**src/rtl/shift_arbiter.sv**
```systemverilog
// Two-port round-robin arbiter in front of one combinational 32-bit shifter,
// with a single registered output entry tagged with the winning port.
module shift_arbiter #(
  parameter int unsigned DATA_W     = 32,
  parameter int unsigned SA_W       = 5,
  parameter int unsigned RESET_PRIO = 0
) (
  input  logic              clk,
  input  logic              rst,
  input  logic [1:0]        req_valid,
  output logic [1:0]        req_ready,
  input  logic [DATA_W-1:0] req_data0,
  input  logic [DATA_W-1:0] req_data1,
  input  logic [SA_W-1:0]   req_sa0,
  input  logic [SA_W-1:0]   req_sa1,
  input  logic [1:0]        req_right,
  input  logic [1:0]        req_arith,
  output logic [1:0]        rsp_valid,
  input  logic [1:0]        rsp_ready,
  output logic [DATA_W-1:0] rsp_result,
  output logic              busy,
  output logic              grant_id
);

  typedef enum logic {
    EMPTY = 1'b0,
    FULL  = 1'b1
  } state_e;

  state_e              state_q, state_d;
  logic                grant_q, grant_d;
  logic                prio_q,  prio_d;
  logic [DATA_W-1:0]   result_q, result_d;

  logic                can_accept;
  logic [1:0]          accept;
  logic                win;
  logic [DATA_W-1:0]   op_data;
  logic [SA_W-1:0]     op_sa;
  logic                op_right;
  logic                op_arith;
  logic [DATA_W-1:0]   shift_res;

  // The output entry can take a new op when empty or when it drains this cycle.
  assign can_accept = (state_q == EMPTY) | ((state_q == FULL) & rsp_ready[grant_q]);

  // Grant never looks at a port's own valid, only at the competitor's.
  assign req_ready[0] = can_accept & ~rst & (~req_valid[1] | ~prio_q);
  assign req_ready[1] = can_accept & ~rst & (~req_valid[0] |  prio_q);

  assign accept = req_valid & req_ready;
  assign win    = accept[1];

  always_comb begin
    op_data  = win ? req_data1 : req_data0;
    op_sa    = win ? req_sa1   : req_sa0;
    op_right = req_right[win];
    op_arith = req_arith[win];
  end

  always_comb begin
    shift_res = op_data;
    if (!op_right) begin
      shift_res = op_data << op_sa;
    end else if (op_arith) begin
      shift_res = $unsigned($signed(op_data) >>> op_sa);
    end else begin
      shift_res = op_data >> op_sa;
    end
  end

  always_comb begin
    state_d  = state_q;
    grant_d  = grant_q;
    prio_d   = prio_q;
    result_d = result_q;
    if (|accept) begin
      state_d  = FULL;
      grant_d  = win;
      prio_d   = ~win;
      result_d = shift_res;
    end else if ((state_q == FULL) && rsp_ready[grant_q]) begin
      state_d  = EMPTY;
    end
  end

  always_ff @(posedge clk) begin
    if (rst) begin
      state_q  <= EMPTY;
      grant_q  <= 1'b0;
      prio_q   <= 1'(RESET_PRIO);
      result_q <= '0;
    end else begin
      state_q  <= state_d;
      grant_q  <= grant_d;
      prio_q   <= prio_d;
      result_q <= result_d;
    end
  end

  assign busy       = (state_q == FULL);
  assign grant_id   = grant_q;
  assign rsp_result = result_q;
  assign rsp_valid  = {busy & grant_q, busy & ~grant_q};

endmodule

```
**config.mk**
```make
export PLATFORM = sky130hd
export DESIGN_NAME = shift_arbiter
export DESIGN_NICKNAME = d
export VERILOG_FILES = /design/src/rtl/shift_arbiter.sv
export SDC_FILE = /design/constraint.sdc
export NUM_CORES = 1
export LEC_CHECK = 0
export BUFFER_PORTS_ARGS = -buffer_cell sky130_fd_sc_hd__buf_2
export CORE_MARGIN = 10
export CORE_UTILIZATION = 65
export DETAILED_ROUTE_END_ITERATION = 10
export HOLD_SLACK_MARGIN = 0.1
export PLACE_DENSITY = 0.89
export SYNTH_ARGS = -nofsm -noshare
export SYNTH_HDL_FRONTEND = slang
export SYNTH_SLANG_ARGS = --single-unit
```
**constraint.sdc**
```tcl
create_clock -name clk -period 7.3 [get_ports clk]
set_input_delay 0.365 -clock clk [delete_from_list [all_inputs] [get_ports clk]]
set_output_delay 0.365 -clock clk [all_outputs]
set_load 0.005 [all_outputs]
```
==> results.cfg, run 1 <==
[route]
wl_per_cell_um = 29.5
vias = 9576
wirelength_mm = 35.4
dr.pass1.iters = 6
detail-route-antenna-nets = 0
dr.first_iter.drc_count = 1940
drc = 0
avgViaCountPerCell = 7.99

[die]
start_util_pct = 66.0
die_y_um = 133
rows = 41
design.die.area_um2 = 17600
core-area_um2 = 12500
io_pins = 122
fp.dieW_um = 133

[grt]
grt_pass1_vias = 9258
grt_overflow_total = 0
grt_max_degree = 64
grt_usage_pct = 37.7
antenna_found_initial = 0
grt_pass1_wl_mm = 54.1

[final_layout]
antennaDiodeCount = 0
final_nets = 1110
final_common_cell = mux2i_1
fillers = 1000
register_area_um2 = 701
design_area_um2 = 8940
final_cell_mix = 202 x mux2i_1, 119 x buf_2, 100 x mux2_2
multi_input_area_um2 = 7070
syn_to_final_growth_pct = 8.30
drive_gt1_share_pct = 30.5

[cts]
insertion_delay_ns = 0.29
cts_root_buf = clkbuf_16
post_cts_buffers = 0
holdBufCountCts = 0
cts_tree = built
htreeDepth = 2
cts_sinks = 35
clockBufferDepth = 2
numCtsBuffers = 5
clk_pin_slew_worst_paths_ns = 0.05
ctsResizeCount = 0

[setup_path]
slowest_delay_ns = 0.68
required_ns = 7.49
crit_family = multiplexers
crit_chain = mux2_2 > o211ai_4 > buf_4 > mux2i_2 > buf_4 > mux2i_1 > mux2i_1 > nand2b_1 > a311oi_1
cp-start-kind = flip-flop
cp_max_fo = 39
slowest_stage = o211ai_4
rr_worst_depth = 9
arrival_ns = 4.46
path_class = reg2reg
critPathBufInv = 2
crit_cells = 9
critPathCaptureType = flip-flop

[placement]
gp_congestion = 1.03
place_ws_ns = 3.09
dp_hpwl_mm = 26.1
numPortBuffers = 121
placed_area_um2 = 8770

[synthesis]
synthesis.area_um2 = 8260
ys_ff_latch = 35
synthArstFlopShare_pct = 0
synth_nets = 1056
syn_avg_cell_area_um2 = 8.50
yosysSeqAreaShare_pct = 8.48
synth_cell_types = 60
syn_inst = 972
synth_ff_type = dfxtp_1
synth_edf_count = 0
ys_warn_count = 0

[timing]
skew_ns = 0.00453
period_minus_slack_ns = 4.27
fmax_mhz = 234
whs_ns = 0.355
fin_crit_sh_pct = 58.6
setup-tns-final_ns = 0
slew_headroom_pct = 34.4
worstMarginPinSlew_ns = 0.974
finalSetupViolations = 0
drv_slew = 0
setup_ws_ns = 3.03
rsz0062_at_grt = false
finalHoldViolCount = 0

[job]
max_cap_violations = 0

[power]
total_power_uw = 1190
power_density_nw_per_um2 = 133
p_leak_uw = 0.00383
ir_drop_mv = 0.106

[worst_hold_path]
whs_path_depth = 2
hold_path.class = in2reg

[outcome]
status = finished clean
-- sequential cells by signal, indices dropped and copies added, names as in the netlist --
name and cells:
grant_id 1, rsp_result 32, busy 1, prio_q 1
-- final timing paths --
| check | slack (ns) | start | to |
|---|---|---|---|
| hold reg to reg | 0.49 | rsp_result[30] | rsp_result[30] |
| setup reg to reg | 3.03 | grant_id | rsp_result[29] |
| hold / removal | 0.36 | req_valid[1] | prio_q |
| setup / recovery | 3.03 | grant_id | rsp_result[29] |
-- layout make-up --
type / instances / area share (%)
Multi-Input combinational cell: 836 / 79.0
Clock inverter: 2 / 0.392
Sequential cell: 35 / 7.83
Tap cell: 172 / 2.41
Timing Repair Buffer: 141 / 8.50
Inverter: 7 / 0.294
Clock buffer: 6 / 1.55
-- through the flow --
step                instances  util, %
CTS                      1199     71.5
detailed placement       1191     70.1
global route             1199     71.5
finish                   1199     71.5
global placement         1191     70.1
floorplan                 972        -
-- report_power, final --
| group | leakage [µW] | internal, µW | switching, µW | total, µW |
|---|---|---|---|---|
| clock | 0.0000868 | 170 | 86.2 | 256 |
| combinational | 0.00345 | 275 | 440 | 715 |
| sequential | 0.000288 | 209 | 13.2 | 222 |
| total | 0.00383 | 654 | 540 | 1190 |
-- kinds of logic after synthesis --
logic type	after synthesis	share of synthesized area [%]
multiplexers	357	52.6
AO/OA/AOI/OAI	227	19.1
buffers and inverters	101	6.14
AND/OR/NAND/NOR	252	13.7
flip-flops	35	8.48
-- cells in the mapped netlist, drive strengths merged, types with 3 or more instances --
cell       n  area (µm²)
a211oi    31         245
inv        6        22.5
a2111oi    6        65.1
a21oi     49         245
o211ai    12         104
or3        4        25.0
a311oi    12         105
o2111ai    4        35.0
a221oi     5        50.0
o221ai     9        78.8
a31oi      8        50.1
nor2      87         327
mux2     100        1130
a221o      3        30.0
mux4      51        1150
nor2b      7        43.8
nand2b    14        87.6
nor3      29         145
and3       3        18.8
clkbuf    27         101
dfxtp     35         701
mux2i    206        2070
and2       6        37.5
buf       67         379
o21ai     41         205
o31ai      5        37.5
nand4      3        18.8
nand3     22         110
nand2     68         255
a22oi      5        37.5
nor4       4        25.0
o22ai     18         113
-- metal layers --
layer	track usage, %	share of wire (%)	vias to the layer above
met5	0	0	-
met4	21.8	7.9	0
met3	10.7	13	248
met2	58.5	44	955
met1	45.8	35	4453
li1	-	-	3920
(Power assumes the default switching activity.)
==> run 2: changes to the inputs <==
--- a/config.mk
+++ b/config.mk
@@ -5,12 +5,13 @@
 export SDC_FILE = /design/constraint.sdc
 export NUM_CORES = 1
 export LEC_CHECK = 0
+export ABC_AREA = 1
 export BUFFER_PORTS_ARGS = -buffer_cell sky130_fd_sc_hd__buf_2
 export CORE_MARGIN = 10
-export CORE_UTILIZATION = 65
+export CORE_UTILIZATION = 57
 export DETAILED_ROUTE_END_ITERATION = 10
 export HOLD_SLACK_MARGIN = 0.1
-export PLACE_DENSITY = 0.89
+export PLACE_DENSITY = 0.83
 export SYNTH_ARGS = -nofsm -noshare
 export SYNTH_HDL_FRONTEND = slang
 export SYNTH_SLANG_ARGS = --single-unit
==> constraint.sdc (replaced) <==
create_clock -name clk -period 4.15 [get_ports clk]
set_input_delay 0.2075 -clock clk [delete_from_list [all_inputs] [get_ports clk]]
set_output_delay 0.2075 -clock clk [all_outputs]
set_load 0.005 [all_outputs]
==> results.cfg, run 2 <==
[grt]
grt_usage_pct = 31.3
antenna_found_initial = 1
grt_overflow_total = 0
grt_pass1_vias = 7359
grt_max_degree = 69
grt_pass1_wl_mm = 37.4

[synthesis]
syn_inst = 1175
syn_avg_cell_area_um2 = 4.89
yosysTopAreaCellShare_pct = 32.4
synth_edf_count = 0
synth_cell_types = 30
synth_nets = 1259
synth_top_area_cell = nand2_1
synth_ff_type = dfxtp_1
yosys-top-cells-count = 496 x nand2_1, 277 x nand3_1, 75 x inv_1
synth.area.top_cells = nand2_1 32%, nand3_1 24%, dfxtp_1 12%, inv_1 4.9%, o21ai_0 4.0%
synthArstFlopShare_pct = 0
synthesis.area_um2 = 5740
ys_warn_count = 0
synthMostInstantiatedCell = nand2_1
yosysSeqAreaShare_pct = 12.2
ys_ff_latch = 35

[timing]
finalSetupViolations = 0
setup-tns-final_ns = 0
fmax_mhz = 306
drv_slew = 0
slew_headroom_pct = 41.0
finalHoldViolCount = 0
period_minus_slack_ns = 3.27
skew_ns = 0.00838
fin_crit_sh_pct = 78.9
rsz0062_at_grt = false
worstMarginPinSlew_ns = 0.885

[cts]
cts_tree = built
post_cts_buffers = 0
holdBufCountCts = 0
ctsResizeCount = 0
clockBufferDepth = 2
htreeDepth = 2
cts_root_buf = clkbuf_8
numCtsBuffers = 5
cts_sinks = 35
insertion_delay_ns = 0.29
clk_pin_slew_worst_paths_ns = 0.08

[route]
avgViaCountPerCell = 5.94
dr.pass1.iters = 7
vias = 8181
detail-route-antenna-nets = 0
wl_per_cell_um = 17.3
wirelength_mm = 23.8
drc = 0
dr.first_iter.drc_count = 1136

[final_layout]
syn_to_final_growth_pct = 12.2
drive_gt1_share_pct = 13.7
antennaDiodeCount = 0
fillers = 1011
largest_reg_flops = 32
final_cell_mix = 496 x nand2_1, 277 x nand3_1, 121 x buf_2
final_common_cell = nand2_1
final_nets = 1328

[setup_path]
critPathCaptureType = flip-flop
cp-start-kind = flip-flop
slowest_stage = nor2_2
arrival_ns = 3.50
crit_chain = nand2_1 > nand3_2 > nand4_4 > inv_2 > o21ai_2 > nor2_2 > buf_4 > nand2_1 > nor2_1 > nor2_1 > a21oi_1
cp_max_fo = 32
path_class = reg2reg
required_ns = 4.37
critPathBufInv = 2
crit_family = simple AND/OR/NAND/NOR gates
slowest_delay_ns = 0.72

[power]
power_density_nw_per_um2 = 288
total_power_uw = 1860
pwr-share-comb_pct = 58.2
p_seq_share_pct = 21.1
switching_power_uw = 908
p_leak_uw = 0.00364
clockPowerShare_pct = 20.7
ir_drop_mv = 0.197
p_sw_share_pct = 48.9
p_int_uw = 948

[die]
die_y_um = 120
io_pins = 122
rows = 36
design.die.area_um2 = 14500
fp.dieW_um = 120
core-area_um2 = 9770
start_util_pct = 58.7

[job]
max_cap_violations = 0

[placement]
gp_congestion = 0.990
dp_hpwl_mm = 18.6
numPortBuffers = 121

[worst_hold_path]
hold_path.class = in2reg

[outcome]
status = finished clean
-- run 2: cell count changes after synthesis, sizes merged, moves of 26 or more --
cell and change:
nand2 +429, nand3 +256, mux2i -206, mux2 -100
inv +76, mux4 -51, a211oi -31, nor2 -28
nor3 -26, o21ai +26
-- run 2: layer usage --
layer	GRT usage, %	up-vias	share of wire (%)
met2	51.9	484	46
met4	13.7	2	4.2
li1	-	3969	-
met1	39.4	3648	40
met3	4.89	78	9.9
met5	0	-	0.055
-- run 2: cells by family (layout without fill, tap and decap cells) --
kind of cell,count (synthesis),after routing,synth area share [%]
AO/OA/AOI/OAI,130,130,12.6
buffers and inverters,160,230,12.1
flip-flops,35,35,12.2
AND/OR/NAND/NOR,850,850,63.1
-- run 2: power groups by stage --
stage	logic [µW]	clock network, µW	registers [µW]
floorplan	731	0	400
global placement	1040	0	398
detailed placement	1040	0	398
CTS	1050	378	391
global route	1190	394	395
finish	1080	383	392
-- run 2: layout make-up --
cell class	count	area, µm²	area share, %
Inverter	83	312	4.84
Tap cell	133	166	2.58
Clock buffer	6	72.6	1.13
Timing Repair Buffer	139	766	11.9
Sequential cell	35	701	10.9
Multi-Input combinational cell	980	4360	67.7
Clock inverter	2	60.1	0.933
-- run 2: path summary, 6_finish.rpt --
check,from,endpoint,slack [ns],cells after the start
worst max-delay path,grant_id,rsp_result[22],0.88,11
worst min register to register,prio_q,prio_q,0.49,2
worst max register to register,grant_id,rsp_result[22],0.88,11
worst min-delay path,rst,prio_q,0.10,2
-- run 2: through the flow --
stage	area, µm²	instances	worst slack, ns	util [%]	hold slack (ns)
finish	6440	1378	0.878	65.9	0.103
floorplan	5740	1175	2.08	-	0.277
global placement	6310	1370	1.03	64.5	0.397
CTS	6440	1378	0.978	65.9	0.100
detailed placement	6310	1370	0.980	64.5	0.401
global route	6440	1378	0.604	65.9	0.104
==> run 3: changes to the inputs <==
==> constraint.sdc (replaced) <==
create_clock -name clk -period 3.35 [get_ports clk]
set_input_delay 0.1675 -clock clk [delete_from_list [all_inputs] [get_ports clk]]
set_output_delay 0.1675 -clock clk [all_outputs]
set_load 0.005 [all_outputs]
==> results.cfg, run 3 (synthesis gave the netlist of run 2 again) <==
[outcome]
status = finished clean

[cts]
clk_pin_slew_worst_paths_ns = 0.08
clockBufferDepth = 2
cts_sinks = 35
cts_tree = built
numCtsBuffers = 5
htreeDepth = 2
post_cts_buffers = 0
cts_root_buf = clkbuf_8
insertion_delay_ns = 0.30

[setup_path]
slowest_stage = dlygate4sd3_1
crit_end = rsp_result[26]
startpoint = rst
crit_chain = dlygate4sd3_1 > buf_2 > inv_1 > buf_4 > nand3_1 > nor2_4 > nand3_1 > nand2_1 > buf_12 > nand2_1 > nand3_1 > nand3_1 > nand2_1 > nand2_1 > nand2_1 > nand2_1 > nand3_1 > nand2_1 > a21oi_1
path_class = in2reg
critPathBufInv = 5
required_ns = 3.58
cp_common_cell = nand2_1
crit_cells = 19
cp-start-kind = input port
crit_family = simple AND/OR/NAND/NOR gates
r2r_slack_ns = 0.35
rr_worst_depth = 18
critPathCaptureType = flip-flop
r2r-end = rsp_result[7]
arrival_ns = 3.41
slowest_delay_ns = 0.53
cp_max_fo = 40
r2r_start = grant_id

[die]
io_pins = 122
core-area_um2 = 9770
design.die.area_um2 = 14500
die_y_um = 120
fp.dieW_um = 120
rows = 36
start_util_pct = 58.7

[worst_hold_path]
hold_path.class = in2reg
hp-start = req_valid[0]

[timing]
finalHoldViolCount = 0
period_minus_slack_ns = 3.18
drv_slew = 0
finalSetupViolations = 0
slew_headroom_pct = 52.7
skew_ns = 0.00689
rsz0062_at_grt = true
setup_ws_ns = 0.171
fmax_mhz = 315
worstMarginPinSlew_ns = 0.709
fin_crit_sh_pct = 94.9

[job]
max_cap_violations = 0

[final_layout]
drive_gt1_share_pct = 14.0
final_cell_mix = 496 x nand2_1, 277 x nand3_1, 121 x buf_2
final_nets = 1331
final_util_pct = 66.1
syn_to_final_growth_pct = 12.6
final_common_cell = nand2_1
antennaDiodeCount = 0
largest_reg_flops = 32

[power]
total_power_uw = 2180
power_density_nw_per_um2 = 337
ir_drop_mv = 0.219
p_leak_uw = 0.00365

[placement]
dp_hpwl_mm = 18.6
gp_congestion = 1.05
place_ws_ns = 0.424
numPortBuffers = 121

[grt]
grt_pass1_vias = 7555
grt_max_degree = 61
antenna_found_initial = 0
grt_overflow_total = 0
grt_pass1_wl_mm = 38.2
grt_usage_pct = 31.7

[route]
vias = 8266
dr.pass1.iters = 7
dr.first_iter.drc_count = 1504
wirelength_mm = 23.7
avgViaCountPerCell = 5.99
detail-route-antenna-nets = 0
drc = 0
wl_per_cell_um = 17.2
==> run 3: worst reg2reg max path: stages (launching register included) <==
cell and delay [ns]:
dfxtp_1 0.42, nand2_1 0.09, nand3_2 0.11, nand4_4 0.22, buf_12 0.27, inv_2 0.22
buf_4 0.30, nand2_1 0.09, nand2_1 0.09, nand2_1 0.14, nand2_1 0.10, nand2_1 0.07
nand3_1 0.12, nand3_1 0.16, nand2_1 0.16, nand2_1 0.06, nand3b_1 0.14, nand2_1 0.08
a21oi_1 0.12
==> run 3: worst min path at each step <==
stage / endpoint / slack [ns] / cells after the start
after floorplan: grant_id / 0.24 / 1
after global placement: prio_q / 0.38 / 2
after detailed placement: grant_id / 0.38 / 2
after CTS: prio_q / 0.19 / 3
after global routing: prio_q / 0.24 / 3
final: prio_q / 0.19 / 3
==> run 3: timing repair <==
item                       CTS  global route
hold buffers                 1             0
hold endpoints to repair     2             0
setup endpoints to repair    0             2
resized for setup            0             1
==> run 3: layout make-up <==
class                   instances  area [µm²]
inverters                      83         312
repair buffers                142         828
multi-input cells             980        4370
fillers                      1060        3310
flip-flops and latches         35         701
clock buffers                   5        68.8
well taps                     133         166
clock inverters                 3        23.8
==> run 3: routing by layer <==
layer | part of all wire [%] | global-route usage, % | up-vias
met2 | 45 | 51.0 | 566
li1 | - | - | 3978
met3 | 10 | 4.51 | 93
met5 | 0 | 0 | -
met1 | 40 | 41.3 | 3629
met4 | 4.3 | 13.7 | 0
==> run 3: per-stage QoR <==
step	area [µm²]	hold WS [ns]	TNS, ns	cells
6_report	6460	0.192	0	1381
5_1_grt	6460	0.243	-0.00629	1381
4_1_cts	6460	0.187	0	1381
3_5_place_dp	6360	0.377	0	1372
3_3_place_gp	6360	0.379	0	1372
2_1_floorplan	5740	0.237	0	1175
==> run 3: power by group <==
| part | internal [µW] | switching [µW] |
|---|---|---|
| Combinational | 426 | 922 |
| Clock | 149 | 191 |
| Sequential | 461 | 27.0 |
